`src/rtl/fetch_unit.sv`:
```
// Instruction fetch front end: single-outstanding memory request, prefetch FIFO, redirect flush.
// Define FETCH_STATS_EN to add the o_fetch_cnt / o_drop_cnt statistics outputs.
module fetch_unit #(
  parameter int RW = 16,
  parameter int IW = 32,
  parameter int DEPTH = 2,
  parameter logic [RW-1:0] RESET_PC = {RW{1'b0}}
) (
  input  logic          i_clk,
  input  logic          i_rst,
  output logic          o_mem_req,
  output logic [RW-1:0] o_mem_addr,
  input  logic          i_mem_ack,
  input  logic [IW-1:0] i_mem_data,
  input  logic          i_redirect,
  input  logic [RW-1:0] i_redirect_pc,
  output logic          o_instr_valid,
  output logic [IW-1:0] o_instr,
  output logic [RW-1:0] o_instr_pc,
  input  logic          i_instr_ready
`ifdef FETCH_STATS_EN
  ,
  output logic [15:0]   o_fetch_cnt,
  output logic [15:0]   o_drop_cnt
`endif
);

  localparam int PW = (DEPTH > 1) ? $clog2(DEPTH) : 1;
  localparam int CW = $clog2(DEPTH) + 1;
  localparam logic [CW-1:0] DEPTH_C = CW'(DEPTH);
  localparam logic [RW-1:0] PC_ONE = {{(RW-1){1'b0}}, 1'b1};
  localparam logic [PW-1:0] PTR_ONE = {{(PW-1){1'b0}}, 1'b1};

  typedef enum logic [1:0] {ST_IDLE = 2'd0, ST_REQ = 2'd1, ST_DROP = 2'd2} state_e;

  state_e        state_q, state_d;
  logic [RW-1:0] fetch_pc_q, fetch_pc_d;
  logic [RW-1:0] addr_q, addr_d;
  logic [CW-1:0] count_q, count_d, count_after_s;
  logic [PW-1:0] rd_ptr_q, rd_ptr_d, wr_ptr_q, wr_ptr_d;
  logic [IW-1:0] instr_mem_q [DEPTH];
  logic [RW-1:0] pc_mem_q [DEPTH];
  logic          push_s, pop_s;

  // A request still live when acked is the only thing ever written into the FIFO.
  assign push_s = (state_q == ST_REQ) & i_mem_ack & ~i_redirect;
  assign pop_s  = (count_q != {CW{1'b0}}) & i_instr_ready;

  // State register and FIFO bookkeeping
  always_ff @(posedge i_clk) begin
    if (i_rst) begin
      state_q    <= ST_IDLE;
      fetch_pc_q <= RESET_PC;
      addr_q     <= RESET_PC;
      count_q    <= {CW{1'b0}};
      rd_ptr_q   <= {PW{1'b0}};
      wr_ptr_q   <= {PW{1'b0}};
    end else begin
      state_q    <= state_d;
      fetch_pc_q <= fetch_pc_d;
      addr_q     <= addr_d;
      count_q    <= count_d;
      rd_ptr_q   <= rd_ptr_d;
      wr_ptr_q   <= wr_ptr_d;
    end
  end

  // FIFO storage (contents are don't-care while invalid, so no reset)
  always_ff @(posedge i_clk) begin
    if (push_s) begin
      instr_mem_q[wr_ptr_q] <= i_mem_data;
      pc_mem_q[wr_ptr_q]    <= addr_q;
    end
  end

  // FIFO occupancy and pointers; a redirect flushes regardless of push/pop
  always_comb begin
    count_after_s = count_q + CW'(push_s) - CW'(pop_s);
    count_d  = count_after_s;
    rd_ptr_d = rd_ptr_q;
    wr_ptr_d = wr_ptr_q;
    if (i_redirect) begin
      count_d  = {CW{1'b0}};
      rd_ptr_d = {PW{1'b0}};
      wr_ptr_d = {PW{1'b0}};
    end else begin
      if (pop_s) begin
        rd_ptr_d = rd_ptr_q + PTR_ONE;
      end else begin
        rd_ptr_d = rd_ptr_q;
      end
      if (push_s) begin
        wr_ptr_d = wr_ptr_q + PTR_ONE;
      end else begin
        wr_ptr_d = wr_ptr_q;
      end
    end
  end

  // Next-state logic
  always_comb begin
    state_d    = state_q;
    addr_d     = addr_q;
    fetch_pc_d = fetch_pc_q;
    case (state_q)
      ST_IDLE: begin
        if (i_redirect) begin
          fetch_pc_d = i_redirect_pc;
        end else if (count_q < DEPTH_C) begin
          state_d = ST_REQ;
          addr_d  = fetch_pc_q;
        end else begin
          state_d = ST_IDLE;
        end
      end
      ST_REQ: begin
        if (i_redirect) begin
          fetch_pc_d = i_redirect_pc;
          state_d    = i_mem_ack ? ST_IDLE : ST_DROP;
        end else if (i_mem_ack) begin
          fetch_pc_d = addr_q + PC_ONE;
          // Reissue back-to-back only if the slot is already guaranteed free.
          if (count_after_s < DEPTH_C) begin
            addr_d = addr_q + PC_ONE;
          end else begin
            state_d = ST_IDLE;
          end
        end else begin
          state_d = ST_REQ;
        end
      end
      ST_DROP: begin
        if (i_redirect) begin
          fetch_pc_d = i_redirect_pc;
        end else begin
          fetch_pc_d = fetch_pc_q;
        end
        // The stale ack ends the drop even if a new redirect lands the same cycle.
        if (i_mem_ack) begin
          state_d = ST_IDLE;
        end else begin
          state_d = ST_DROP;
        end
      end
      default: begin
        state_d = ST_IDLE;
      end
    endcase
  end

  // Outputs
  always_comb begin
    o_mem_req     = (state_q != ST_IDLE);
    o_mem_addr    = addr_q;
    o_instr_valid = (count_q != {CW{1'b0}});
    o_instr       = instr_mem_q[rd_ptr_q];
    o_instr_pc    = pc_mem_q[rd_ptr_q];
  end

`ifdef FETCH_STATS_EN
  logic [15:0] fetch_cnt_q, drop_cnt_q;
  logic        drop_s;

  assign drop_s = i_mem_ack & (((state_q == ST_REQ) & i_redirect) | (state_q == ST_DROP));

  // Accepted/discarded instruction counters, wrapping at 16 bits
  always_ff @(posedge i_clk) begin
    if (i_rst) begin
      fetch_cnt_q <= 16'h0000;
      drop_cnt_q  <= 16'h0000;
    end else begin
      fetch_cnt_q <= fetch_cnt_q + {15'h0000, push_s};
      drop_cnt_q  <= drop_cnt_q + {15'h0000, drop_s};
    end
  end

  assign o_fetch_cnt = fetch_cnt_q;
  assign o_drop_cnt  = drop_cnt_q;
`endif

endmodule

```
`config.mk`:
```
export PLATFORM = sky130hd
export DESIGN_NAME = fetch_unit
export DESIGN_NICKNAME = d
export VERILOG_FILES = /design/src/rtl/fetch_unit.sv
export SDC_FILE = /design/constraint.sdc
export NUM_CORES = 1
export LEC_CHECK = 0
export ABC_AREA = 1
export ABC_CLOCK_PERIOD_IN_PS = 8200
export BUFFER_PORTS_ARGS = -buffer_cell sky130_fd_sc_hd__buf_2
export CAP_MARGIN = 30
export CORE_ASPECT_RATIO = 0.5
export CORE_MARGIN = 4
export CORE_UTILIZATION = 47
export CTS_BUF_LIST = sky130_fd_sc_hd__clkbuf_16
export CTS_CLUSTER_SIZE = 20
export DETAILED_ROUTE_END_ITERATION = 7
export GPL_TIMING_DRIVEN = 1
export PLACE_DENSITY = 0.7
export SETUP_SLACK_MARGIN = 0.15
export SLEW_MARGIN = 10
export SYNTH_ARGS = -nofsm -noshare
export SYNTH_HDL_FRONTEND = slang
export SYNTH_SLANG_ARGS = --single-unit
```
`constraint.sdc`:
```
create_clock -name i_clk -period 8.2 [get_ports i_clk]
set_clock_uncertainty 0.1 [all_clocks]
set_input_delay 1.23 -clock i_clk [delete_from_list [all_inputs] [get_ports i_clk]]
set_output_delay 1.23 -clock i_clk [all_outputs]
set_load 0.05 [all_outputs]
```
==> insert_results.sql <==
INSERT INTO impl_metrics (metric_group, metric, value, unit) VALUES
('sta', 'fin_setup_tns', '0', 'ns'),
('routing', 'avgRoutedWirePerCell', '15.3', 'um'),
('finish', 'synthToLayoutAreaGrowth', '24.0', '%'),
('sta', 'fmaxAchievable', '0.308', 'GHz'),
('logic_synthesis', 'synth_compound_area_share', '6.19', '%'),
('logic_synthesis', 'number_of_enable_type_register_cells_in_the_synthesized_netlist', '96', ''),
('clocking', 'clkLatencyLatePin', '0.41', 'ns'),
('worst_setup_path', 'ff2ff_path_depth', '14', ''),
('min_path', 'worstHoldStart', 'rd_ptr_q', ''),
('routing', 'drc_errors', '0', ''),
('logic_synthesis', 'synthArstFlopShare', '0', '%'),
('grt', 'grt_max_degree', '50', ''),
('clocking', 'postCtsResizedCells', '0', ''),
('logic_synthesis', 'synth_simple_gate_area_share', '15.1', '%'),
('logic_synthesis', 'synth.cell_area', '5740', 'um2'),
('sta', 'post-route-worst-setup-slack', '4.95', 'ns'),
('routing', 'vias_per_cell', '4.97', ''),
('clocking', 'cts.hold.buffers_added', '0', ''),
('worst_setup_path', 'critPathMaxStageDelay', '0.32', 'ns'),
('routing', 'drt_wl_total', '12.5', 'mm'),
('logic_synthesis', 'synth_top_family_by_area', 'simple AND/OR/NAND/NOR gates', ''),
('worst_setup_path', 'critical_path.most_common_cell', 'sky130_fd_sc_hd__inv_1', ''),
('logic_synthesis', 'most_used_standard_cell_by_instance_count_after_synthesis', 'sky130_fd_sc_hd__nand2_1', ''),
('worst_setup_path', 'cp-endpoint', 'o_mem_addr[1]', ''),
('sta', 'unrepaired_setup_endpoints_after_global_routing', 'no', ''),
('clocking', 'clk_root_buffer_cell', 'sky130_fd_sc_hd__clkbuf_16', ''),
('sta', 'maxSlewHeadroom', '42.4', '%'),
('worst_setup_path', 'worst_setup_path_end_kind', 'flop', ''),
('logic_synthesis', 'synth.yosys.seq_area_share', '63.8', '%'),
('finish', 'final_layout_size_suffix_gt1_share', '34.2', '%'),
('floorplan', 'fp-row-count', '28', ''),
('logic_synthesis', 'synth_commonest_cells', '103 x sky130_fd_sc_hd__nand2_1, 96 x sky130_fd_sc_hd__edfxtp_1, 50 x sky130_fd_sc_hd__nor2_1', ''),
('worst_setup_path', 'cp_cell_sequence', 'buf_2, nor3_1, inv_1, ha_1, inv_1, ha_1, inv_1, nand2_1, nand3_1, nand3_2, nand2_4, inv_1, nor2_1, nor2_1', ''),
('sta', 'worstMarginPinSlew', '0.863', 'ns'),
('floorplan', 'initial_core_util', '48.3', '%'),
('power', 'design_power_total', '1.85', 'mW'),
('logic_synthesis', 'synth.ff_latch_count', '135', ''),
('sta', 'finalSetupViolations', '0', ''),
('grt', 'first_global_vias', '3954', ''),
('power', 'vdd_ir_drop_max', '0.172', 'mV'),
('worst_setup_path', 'ff2ff_setup_slack', '5.41', 'ns'),
('power', 'static-leakage-power', '2.85', 'nW'),
('logic_synthesis', 'syn-instance-count', '515', ''),
('finish', 'num-fill-cells', '999', ''),
('finish', 'finalNetCount', '695', ''),
('worst_setup_path', 'critPathLaunch', 'i_redirect', ''),
('worst_setup_path', 'required', '8.40', 'ns'),
('worst_setup_path', 'start_kind', 'input port', ''),
('floorplan', 'die_w', '164', 'um'),
('logic_synthesis', 'synthDominantCellAreaShare', '50.2', '%'),
('worst_setup_path', 'path_max_fanout', '22', ''),
('placement', 'io_buffers', '118', ''),
('status', 'outcome', 'finished clean', ''),
('logic_synthesis', 'synth_fp_nets', '571', ''),
('worst_setup_path', 'reg_to_reg_critical_path_startpoint', 'state_q[0]', ''),
('floorplan', 'design.core.area', '11900', 'um2'),
('grt', 'grt_first_pass_wirelength', '20.0', 'mm'),
('logic_synthesis', 'synth-adder-area-share', '0.654', '%'),
('clocking', 'tritoncts', 'built', ''),
('logic_synthesis', 'postSynthAreaPerCell', '11.1', 'um2'),
('sta', 'min_period', '3.25', 'ns'),
('placement', 'post-place-cells', '785', ''),
('grt', 'antenna_found_initial', '0', ''),
('finish', 'area.sequential', '3660', 'um2'),
('floorplan', 'dieArea', '14200', 'um2'),
('routing', 'detail_route.first_pass.iterations', '5', ''),
('finish', 'finalNonFillerCells', '817', ''),
('finish', 'multi_input_area', '1850', 'um2'),
('power', 'power-per-cell-area', '259', 'nW/um2'),
('clocking', 'tritoncts.num_buffers', '17', ''),
('placement', 'preCtsSetupSlack', '4.58', 'ns');
[flip-flops by register name, summed over array words and instances, names as in the netlist, named ones only]
name         cells
state_q          2
instr_mem_q     64
wr_ptr_q         1
rd_ptr_q         1
count_q          2
o_mem_addr      16
fetch_pc_q      16
pc_mem_q        32
[worst min path at each step]
stage                     cells after the start  slack [ns]       endpoint
after global routing                          2        0.44  fetch_pc_q[6]
after detailed placement                      2        0.39           flop
final                                         2        0.39           flop
after CTS                                     2        0.40           flop
after global placement                        2        0.37           flop
after floorplan                               2        0.36           flop
[critical path: cells and delay by family]
| kind | cells | cell delay, ns |
|---|---|---|
| and+or+nand+nor | 7 | 1.14 |
| buffers and inverters | 5 | 0.59 |
| adders and majority gates | 2 | 0.50 |
[layout by cell type, fill, tap and decap left out, types with 2 or more instances in the layout]
| cell | instances |
|---|---|
| sky130_fd_sc_hd__nand2_1 | 103 |
| sky130_fd_sc_hd__nand3_1 | 33 |
| sky130_fd_sc_hd__mux2_2 | 48 |
| sky130_fd_sc_hd__inv_2 | 7 |
| sky130_fd_sc_hd__a31oi_1 | 2 |
| sky130_fd_sc_hd__nor2_1 | 48 |
| sky130_fd_sc_hd__clkinv_4 | 3 |
| sky130_fd_sc_hd__clkinvlp_4 | 4 |
| sky130_fd_sc_hd__xor2_1 | 3 |
| sky130_fd_sc_hd__a21oi_2 | 3 |
| sky130_fd_sc_hd__dfxtp_1 | 38 |
| sky130_fd_sc_hd__ha_1 | 3 |
| sky130_fd_sc_hd__a21oi_1 | 35 |
| sky130_fd_sc_hd__nor2_4 | 3 |
| sky130_fd_sc_hd__o21ai_0 | 11 |
| sky130_fd_sc_hd__edfxtp_1 | 96 |
| sky130_fd_sc_hd__buf_4 | 3 |
| sky130_fd_sc_hd__inv_1 | 35 |
| sky130_fd_sc_hd__buf_2 | 118 |
| sky130_fd_sc_hd__inv_6 | 2 |
| sky130_fd_sc_hd__clkbuf_16 | 17 |
| sky130_fd_sc_hd__bufinv_16 | 4 |
| sky130_fd_sc_hd__nand4_1 | 5 |
| sky130_fd_sc_hd__o21ai_2 | 2 |
| sky130_fd_sc_hd__o21ai_1 | 11 |
| sky130_fd_sc_hd__nor3_1 | 2 |
| sky130_fd_sc_hd__or2_2 | 2 |
[layout make-up]
cell class              instances  area share (%)
multi-input cells             323            26.0
repair buffers                121            8.61
well taps                     165            2.90
clock buffers                  17            5.98
clock inverters                15            2.85
flip-flops and latches        135            51.5
inverters                      41            2.16
[routing by layer]
metal,track usage [%],vias to the layer above,share of wire [%]
li1,-,2037,-
met1,24.0,1881,45
met2,29.9,129,48
met3,4.18,13,5.9
met4,6.09,0,1.2
met5,0,-,0
[kinds of logic after synthesis]
group | count (synthesis)
fa+ha+maj | 3
flops | 135
xor+xnor | 3
simple gates | 202
mux | 49
buf+inv | 57
compound gates | 66
[where the power goes]
part,internal [mW],switching [mW],total [mW]
registers,0.767,0.0338,0.800
logic,0.0674,0.178,0.245
clock network,0.510,0.291,0.801
total,1.34,0.502,1.85
[through the flow]
stage,area (um2),hold slack [ns],utilization [%]
floorplan,5740,0.361,-
global placement,6490,0.368,54.6
detailed placement,6490,0.387,54.6
CTS,7120,0.400,59.9
global route,7120,0.436,59.9
finish,7120,0.393,59.9
Note: power is estimated with default switching activity, not from simulation.
